## config.mk

```make
export PLATFORM = sky130hd
export DESIGN_NAME = sbc_datapath_flat
export DESIGN_NICKNAME = d
export VERILOG_FILES = /design/src/rtl/sbc_ctrl_if.sv /design/src/rtl/sbc_datapath.sv /design/src/flat_wrapper.sv
export SDC_FILE = /design/constraint.sdc
export NUM_CORES = 1
export LEC_CHECK = 0
export CORE_ASPECT_RATIO = 0.6
export CORE_MARGIN = 3
export CORE_UTILIZATION = 39
export DETAILED_ROUTE_END_ITERATION = 8
export REMOVE_ABC_BUFFERS = 1
export SYNTH_ARGS = -nofsm -noshare
export SYNTH_HDL_FRONTEND = slang
export SYNTH_SLANG_ARGS = --single-unit
export TNS_END_PERCENT = 100
```

## constraint.sdc

```tcl
create_clock -name clk -period 4.6 [get_ports clk]
set_input_delay 0.46 -clock clk [delete_from_list [all_inputs] [get_ports clk]]
set_output_delay 0.46 -clock clk [all_outputs]
set_load 0.02 [all_outputs]
```

## src/rtl/sbc_ctrl_if.sv

```systemverilog
// Control bus between the accumulator-CPU controller and its datapath.
// The controller (master) drives strobes; the datapath (slave) returns status.
interface sbc_ctrl_if;
    logic       sel;
    logic       rd;
    logic       ld_ir;
    logic       inc_pc;
    logic       halt;
    logic       ld_pc;
    logic       data_c;
    logic       ld_ac;
    logic       wr;
    logic [2:0] phase;
    logic [2:0] opcode;
    logic       zero;

    modport master (
        output sel, rd, ld_ir, inc_pc, halt,
        output ld_pc, data_c, ld_ac, wr,
        input  phase, opcode, zero
    );

    modport slave (
        input  sel, rd, ld_ir, inc_pc, halt,
        input  ld_pc, data_c, ld_ac, wr,
        output phase, opcode, zero
    );
endinterface

```

## src/rtl/sbc_datapath.sv

```systemverilog
// Execution datapath of the 8-phase accumulator CPU: phase counter,
// PC/IR/AC, ALU, 32x8 program/data RAM and run-control FSM.
module sbc_datapath #(
    parameter int AW = 5,
    parameter int DW = 8
) (
    input  logic          clk,
    input  logic          rst_n,
    input  logic          start,
    input  logic          prog_we,
    input  logic [AW-1:0] prog_addr,
    input  logic [DW-1:0] prog_data,
    sbc_ctrl_if.slave     ctrl,
    output logic          halted,
    output logic          running,
    output logic [AW-1:0] pc_out,
    output logic [DW-1:0] ac_out
);

    typedef enum logic [1:0] {
        S_IDLE,
        S_RUN,
        S_HALT
    } state_t;

    state_t state;
    state_t state_nxt;

    logic          run;
    logic          mem_we;
    logic [AW-1:0] mem_waddr;
    logic [DW-1:0] mem_wdata;
    logic [DW-1:0] mem [2**AW];

    logic [2:0]    ph;
    logic [AW-1:0] pc;
    logic [DW-1:0] ir;
    logic [DW-1:0] ac;
    logic [AW-1:0] addr;
    logic [DW-1:0] bus;
    logic [DW-1:0] alu;

    // Run-control state register.
    always_ff @(posedge clk or negedge rst_n) begin
        if (!rst_n) state <= S_IDLE;
        else        state <= state_nxt;
    end

    // Next state: start launches from IDLE or HALT, halt ends a run.
    always_comb begin
        state_nxt = state;
        unique case (state)
            S_IDLE:  if (start)     state_nxt = S_RUN;
            S_RUN:   if (ctrl.halt) state_nxt = S_HALT;
            S_HALT:  if (start)     state_nxt = S_RUN;
            default:                state_nxt = S_IDLE;
        endcase
    end

    // FSM outputs and RAM write-port steering (program port only when not running).
    always_comb begin
        run       = (state == S_RUN);
        running   = run;
        halted    = (state == S_HALT);
        mem_we    = prog_we;
        mem_waddr = prog_addr;
        mem_wdata = prog_data;
        if (run) begin
            mem_we    = ctrl.wr;
            mem_waddr = addr;
            mem_wdata = ac;
        end
    end

    // Address mux, data bus (RAM read beats AC) and ALU.
    always_comb begin
        addr = ctrl.sel ? pc : ir[AW-1:0];
        bus  = '0;
        if (ctrl.rd)          bus = mem[addr];
        else if (ctrl.data_c) bus = ac;
        unique case (ir[DW-1 -: 3])
            3'b010:  alu = ac + bus;
            3'b011:  alu = ac & bus;
            3'b100:  alu = ac ^ bus;
            3'b101:  alu = bus;
            default: alu = ac;
        endcase
    end

    // RAM is deliberately not reset; writes gated by FSM state above.
    always_ff @(posedge clk) begin
        if (mem_we) mem[mem_waddr] <= mem_wdata;
    end

    // Architectural registers; start from IDLE/HALT rewinds PC only.
    always_ff @(posedge clk or negedge rst_n) begin
        if (!rst_n) begin
            ph <= '0;
            pc <= '0;
            ir <= '0;
            ac <= '0;
        end else if (run) begin
            ph <= ctrl.halt ? 3'd0 : ph + 3'd1;
            if (ctrl.ld_ir) ir <= bus;
            if (ctrl.ld_ac) ac <= alu;
            if (ctrl.ld_pc)       pc <= ir[AW-1:0];
            else if (ctrl.inc_pc) pc <= pc + 1'b1;
        end else begin
            ph <= '0;
            if (start) pc <= '0;
        end
    end

    assign ctrl.phase  = ph;
    assign ctrl.opcode = ir[DW-1 -: 3];
    assign ctrl.zero   = (ac == '0);
    assign pc_out      = pc;
    assign ac_out      = ac;

endmodule

```

## src/flat_wrapper.sv

```systemverilog
// flat-port wrapper written by rule: the top's interface ports become plain ports
module sbc_datapath_flat 
#(
    parameter int AW = 5,
    parameter int DW = 8
)
  (clk, rst_n, start, prog_we, prog_addr, prog_data, halted, running, pc_out, ac_out, ctrl_sel, ctrl_rd, ctrl_ld_ir, ctrl_inc_pc, ctrl_halt, ctrl_ld_pc, ctrl_data_c, ctrl_ld_ac, ctrl_wr, ctrl_phase, ctrl_opcode, ctrl_zero);
  sbc_ctrl_if ctrl_i ();
  input  logic clk;
  input  logic rst_n;
  input  logic start;
  input  logic prog_we;
  input  logic [AW-1:0] prog_addr;
  input  logic [DW-1:0] prog_data;
  output logic halted;
  output logic running;
  output logic [AW-1:0] pc_out;
  output logic [DW-1:0] ac_out;
  input wire logic [$bits(ctrl_i.sel)-1:0] ctrl_sel;
  input wire logic [$bits(ctrl_i.rd)-1:0] ctrl_rd;
  input wire logic [$bits(ctrl_i.ld_ir)-1:0] ctrl_ld_ir;
  input wire logic [$bits(ctrl_i.inc_pc)-1:0] ctrl_inc_pc;
  input wire logic [$bits(ctrl_i.halt)-1:0] ctrl_halt;
  input wire logic [$bits(ctrl_i.ld_pc)-1:0] ctrl_ld_pc;
  input wire logic [$bits(ctrl_i.data_c)-1:0] ctrl_data_c;
  input wire logic [$bits(ctrl_i.ld_ac)-1:0] ctrl_ld_ac;
  input wire logic [$bits(ctrl_i.wr)-1:0] ctrl_wr;
  output wire logic [$bits(ctrl_i.phase)-1:0] ctrl_phase;
  output wire logic [$bits(ctrl_i.opcode)-1:0] ctrl_opcode;
  output wire logic [$bits(ctrl_i.zero)-1:0] ctrl_zero;
  assign ctrl_i.sel = ctrl_sel;
  assign ctrl_i.rd = ctrl_rd;
  assign ctrl_i.ld_ir = ctrl_ld_ir;
  assign ctrl_i.inc_pc = ctrl_inc_pc;
  assign ctrl_i.halt = ctrl_halt;
  assign ctrl_i.ld_pc = ctrl_ld_pc;
  assign ctrl_i.data_c = ctrl_data_c;
  assign ctrl_i.ld_ac = ctrl_ld_ac;
  assign ctrl_i.wr = ctrl_wr;
  assign ctrl_phase = ctrl_i.phase;
  assign ctrl_opcode = ctrl_i.opcode;
  assign ctrl_zero = ctrl_i.zero;
  sbc_datapath #(.AW(AW), .DW(DW)) u_core (.clk(clk), .rst_n(rst_n), .start(start), .prog_we(prog_we), .prog_addr(prog_addr), .prog_data(prog_data), .ctrl(ctrl_i), .halted(halted), .running(running), .pc_out(pc_out), .ac_out(ac_out));
endmodule
```

Yosys cells after proc, flatten, opt, wreduce, memory -nomap -nowiden
Memories as Yosys holds them, arrays and structs flattened. Index checks and enable logic that the tools add are counted.

Flip-flop bits (word level): 26. Memory bits (writable): 256. Bits of input ports: 26. Output and inout port bits: 22. Word-level logic and storage cells: 47. Memories kept: 1.

Memories: u_core.mem (depth 32, width 8, read ports 1, clocked after memory_dff 0, wr ports 1, RTL line sbc_datapath.sv:33) `logic [DW-1:0] mem [2**AW];`.

Add/subtract/negate cells: 3. Equality and inequality tests: 9. Mux-type cells: 18. Bitwise logic cells: 2. Reductions and logical operators: 9.

Operator list (count): $pmux W8 S4 (1); $mux W5 (6); $mux W8 (3); $add A8 B8 Y8 (1); $and A8 B8 Y8 (1); $logic_not A8 Y1 (1); $xor A8 B8 Y8 (1); $eq A3 B2 Y1 const B (2); $eq A3 B3 Y1 const B (2); $mux W3 (2); $reduce_and A2 Y1 (3); $add A5 B1 Y5 const B (1); $mux W2 (2); $ne A2 B1 Y1 const B (2); $pmux W2 S2 (1); $reduce_bool A4 Y1 (1); $add A3 B1 Y3 const B (1); $mux W1 (3); $ne A3 B1 Y1 const B (1); $reduce_and A3 Y1 (1); $eq A2 B1 Y1 const B (1); $eq A2 B2 Y1 const B (1); $logic_not A2 Y1 (1); $reduce_bool A2 Y1 (1); $reduce_or A2 Y1 (1).

Logic depth before layout (Yosys ltp)
An unclocked memory read counts as a cell.

Word-level depth: 5. Mapped depth: 19. Gate-level depth less buffers: 15.

Worst setup path after synthesis
OpenSTA, ideal clock, no wires.

Path type: input-to-reg. Start point: in ctrl_sel. End point: reg u_core.ac[6] (netlist: u_core.ac_out[6]). Library setup time: 0.136 ns. Data arrival time: 3.609 ns. Required time: 4.464 ns. Path slack: 0.855 ns. Stages: 16. Buffers on the path: 3. Cell sequence: buf_6 > mux2i_4 > buf_6 > buf_6 > mux4_2 > a32oi_1 > nand3_1 > a211oi_2 > inv_1 > ha_1 > inv_1 > a32o_1 > a221oi_1 > nand2_1 > o32ai_1 > a31oi_1.

Word-level cells in the longest chain between the ends: 5. Elaborated cells between the ends (all ways): 7. Those cells by class: add/sub (1); mux (3); bitwise (2); memory (1).

Ends and longest elaborated chain: start: declaration (RTL line flat_wrapper.sv:19) `input wire logic [$bits(ctrl_i.sel)-1:0] ctrl_sel;`; $mux W5 * (RTL line sbc_datapath.sv:77) `addr = ctrl.sel ? pc : ir[AW-1:0];`; $mem_v2 Z32 W8 *; $mux W8 * (RTL line sbc_datapath.sv:79) `if (ctrl.rd) bus = mem[addr];`; named net u_core.bus[6] (RTL line sbc_datapath.sv:40) `logic [DW-1:0] bus;`; $add A8 B8 Y8, or another cell as far along (RTL line sbc_datapath.sv:82) `3'b010: alu = ac + bus;`; $pmux W8 S4 * (RTL line sbc_datapath.sv:81) `unique case (ir[DW-1 -: 3])`; end signal: assignment (RTL line sbc_datapath.sv:105) `if (ctrl.ld_ac) ac <= alu;`; end: declaration (RTL line sbc_datapath.sv:38) `logic [DW-1:0] ac;`.

The timed path passes the listed nets; every way through them passes the cells marked *. A chain may end at the register's enable or synchronous reset.

Worst setup path after layout
Start point: in ctrl_sel. End point: reg u_core.ac[7] (netlist: u_core.ac_out[7]).

Word-level cells in the longest chain between the ends: 5. Elaborated cells between the ends (all ways): 7. Those cells by class: add/sub (1); mux (3); bitwise (2); memory (1).

Ends and longest elaborated chain (RTL line): $mux W5 (sbc_datapath.sv:77); $mem_v2 Z32 W8; $mux W8 (sbc_datapath.sv:79); named net u_core.bus[4] (sbc_datapath.sv:40); $add A8 B8 Y8 (sbc_datapath.sv:82); $pmux W8 S4 (sbc_datapath.sv:81).

The timed path passes the listed nets, and every way through them passes these cells.

==> summary.md <==
| Metric | Value |
|---|---|
| Crit path required time | slightly above 5000 ps |
| Worst skew pair latency | ~540 ps |
| Area grow syn2layout | 19.21% |
| Worst-path clk slew | ~60 ps |
| Syn Area/Cell | between 10 and 15 um2 |
| Core footprint | 30650 um2 |
| TritonRoute pass-1 iters | 5 |
| Fill count | 2631 |
| Hold Buf Count CTS | 0 |
| Slowest stage cell, crit path | a221oi_1 |
| Place WS | -115.6 ps |
| RSZ-0062 raised after global routing | no |
| Routability cong. | ~0.92 |
| Maximum clock rate | between 200 and 250 MHz |
| Max Fanout on Critical Path | 15 |
| Yosys cell types | 62 |
| Synth Instances | approximately 870 |
| Arrival time worst endpoint | approximately 4800 ps |
| FF/Latch Area | between 8000 and 9000 um2 |
| Max Clock Skew | slightly below 10 ps |
| First-pass GRT wire length | between 50 and 60 mm |
| Worst slew margin | 0.1255 |
| Via Count | a little over 8k |
| Rows | 49 |
| Max-cap viol count | 0 |
| Mapped Area | between 10000 and 15000 um2 |
| Largest net degree at the start of global routing | 33 |
| Commonest non-fill, non-tap cells in the layout | 256 x edfxtp_1, 123 x nand2_1, 91 x buf_4 |
| TritonCTS Sinks | ~280 |
| Flop-to-flop setup slack | approximately 480 ps |
| Initial antenna violation count | 0 |
| Top delay family on crit path | compound AO/OA/AOI/OAI gates |
| Die X | 236.3 um |
| P per Cell Area | between 500 and 600 nW/um2 |
| Ys async rst share | 0.09220 |
| Worst hold path class | primary input to async pin |
| Final Hold Viols | 0 |
| CTS max path bufs | 3 |
| Yosys Warn Count | 0 |
| Final #Nets | ~1.0k |
| Tot Pwr | about 8.6 mW |
| Drc violations | 0 |
| Startpoint type of the worst setup path | primary input |
| CTS tree | built |
| GR Overflow Total | 0 |
| Buf/Inv on CP | 3 |
| WL/cell | between 20 and 25 um |
| R2R depth | 15 |
| Ys flop type | edfxtp_1 |
| Dpl hpwl | ~25 mm |
| Outcome | finished clean |
| Worst Max-Slew Pin Slew | between 1000 and 1500 ps |
| TritonCTS buffer count | 26 |
| Total wire length | about 35 mm |
| Io pins | between 40 and 50 |
| Vias in the first global route | 7925 |
| Sequential fraction of the synthesis area | 0.6720 |
| Reg-to-reg startpoint | u_core.ir[0]$_DFFE_PN0P_ |
| Seq cells post-synth | around 280 |
| Setup WS post-layout | ~290 ps |
| DRC violation total after the first TritonRoute iteration | 986 |
| Post-synth EDFFs | 256 |
| Crit Reg-Reg Endpoint | u_core.ac_out[6]$_DFFE_PN0P_ |
| Dominant cells by area after synthesis | edfxtp_1 62%, mux4_2 5.8%, dfrtp_1 5.2% |
| Cell count after placement | ~1.4k |
| Non-filler cells in the finished layout | about 1.4k |
| Height of the die | about 140 um |
| CP max stage delay | around 810 ps |
| Post-CTS setup buffers | 0 |
| Final setup viols | 0 |
| Area of the multi-input gates | about 3800 um2 |
| Cts repair resizes | 0 |
| GRT Util Overall | 0.2062 |
| DR vias/cell | roughly 5.8 |
| Pleak | 5.215 nW |
| Die area | 34060 um2 |
| Area leader, netlist | edfxtp_1 |
| Htree depth | 1 |
| Port-buffer cells | 47 |
| Maximum vdd drop | ~300 uV |
| Slew Limit Fails | 0 |
| Share of cells above drive strength 1 | 0.1770 |
| Initial Utilization | 0.4047 |
| Root Driver | clkbuf_16 |
| Final worst path period share | 0.9377 |
| Crit Path Class | primary input to flop |
| Crit-path cells | clkdlybuf4s50_1 -> buf_4 -> mux2_2 -> buf_4 -> mux2i_1 -> a221oi_1 -> o21ai_0 -> nand3_1 -> or3_4 -> ha_1 -> o21a_1 -> o41ai_1 -> xor2_1 -> o21ai_0 -> o22a_1 |
| Min Tclk post-route | between 4000 and 5000 ps |
| Most common cell after layout, fill and taps aside | edfxtp_1 |
| CP endpoint kind | flop |
| ANT nets after route | 0 |
| N_diodes | 0 |
| Share of the synthesized area in the top cell type | 0.6196 |
-- through the flow --
| stage | util | hold slack [ps] | instance area (um2) | setup TNS, ps |
|---|---|---|---|---|
| after floorplan | - | 164.4 | 12170 | -348.7 |
| after global placement | 0.4557 | 465.2 | 13970 | -152.6 |
| after detailed placement | 0.4557 | 479.0 | 13970 | -185.8 |
| after CTS | 0.4815 | 285.5 | 14760 | 0 |
| after global routing | 0.4825 | 330.6 | 14790 | 0 |
| final | 0.4825 | 288.0 | 14790 | 0 |
-- registers in the layout (all words and copies together) (netlist names) --
| register | count |
|---|---|
| u_core.ac_out | 8 |
| u_core.ctrl.phase | 3 |
| u_core.ir | 8 |
| u_core.mem | 256 |
| u_core.pc_out | 5 |
| u_core.state | 2 |
-- worst max-delay path by stage --
stage,from,end,depth (start not counted)
after global routing,ctrl_sel,u_core.ac_out[7]$_DFFE_PN0P_,16
after floorplan,u_core.pc_out[0]$_DFFE_PN0P_,u_core.ac_out[7]$_DFFE_PN0P_,13
after detailed placement,ctrl_sel,u_core.ac_out[6]$_DFFE_PN0P_,18
after CTS,ctrl_sel,u_core.ac_out[6]$_DFFE_PN0P_,18
after global placement,ctrl_sel,u_core.ac_out[7]$_DFFE_PN0P_,15
final,ctrl_sel,u_core.ac_out[7]$_DFFE_PN0P_,15
-- cells in the mapped netlist (all sizes together), types with 2 or more instances --
| cell type | count |
|---|---|
| edfxtp | 256 |
| nand2 | 124 |
| nor2 | 64 |
| o21ai | 41 |
| mux4 | 39 |
| nand3 | 39 |
| a21oi | 31 |
| dfrtp | 26 |
| buf | 23 |
| clkbuf | 20 |
| nor2b | 19 |
| mux2i | 18 |
| a31oi | 14 |
| inv | 13 |
| a211oi | 12 |
| ha | 11 |
| a22oi | 10 |
| nand2b | 9 |
| mux2 | 7 |
| a221oi | 5 |
| a32oi | 5 |
| nor3 | 5 |
| o211a | 5 |
| o32ai | 5 |
| a21boi | 4 |
| a21o | 4 |
| and3 | 4 |
| nand3b | 4 |
| nand4 | 4 |
| nor3b | 4 |
| o22ai | 4 |
| xnor2 | 4 |
| a22o | 3 |
| a2bb2oi | 3 |
| o21a | 3 |
| or4 | 3 |
| xor2 | 3 |
| a32o | 2 |
| a41oi | 2 |
| and2 | 2 |
| and3b | 2 |
| o221ai | 2 |
| o22a | 2 |
-- cell families after synthesis --
| group | synth area share |
|---|---|
| AO/OA/AOI/OAI | 0.08723 |
| XOR/XNOR | 0.004942 |
| adder cells (fa/ha/maj) | 0.01271 |
| buffers and inverters | 0.02320 |
| flip-flops | 0.6720 |
| multiplexers | 0.09611 |
| AND/OR/NAND/NOR | 0.1038 |
-- final cells by class --
class                   instances  area share
multi-input cells             531      0.2569
clock buffers                  31     0.04670
flip-flops and latches        282      0.5637
inverters                      13    0.003299
well taps                     408     0.03451
repair buffers                145     0.08798
clock inverters                15    0.006852
-- layer usage --
metal / vias up / GRT usage / routed length, um
li1: 3626 / - / -
met5: - / 0 / 0
met4: 0 / 0.04036 / 566
met2: 412 / 0.2816 / 14310
met3: 45 / 0.06670 / 3954
met1: 4197 / 0.3209 / 16380
-- worst register-to-register path, delay by kind of cell (launching register included) --
| family | cells | cell delay (ps) |
|---|---|---|
| compound gates | 6 | 1400 |
| mux | 2 | 860 |
| buf+inv | 4 | 740 |
| flops | 1 | 470 |
| fa+ha+maj | 1 | 300 |
| simple gates | 2 | 220 |
-- power by group --
| part | leakage, nW | switching (mW) | internal, mW |
|---|---|---|---|
| clock | 0.373 | 0.937 | 1.12 |
| combinational | 2.19 | 1.86 | 1.29 |
| sequential | 2.65 | 0.207 | 3.14 |
Power figures use the tool's default switching activity.
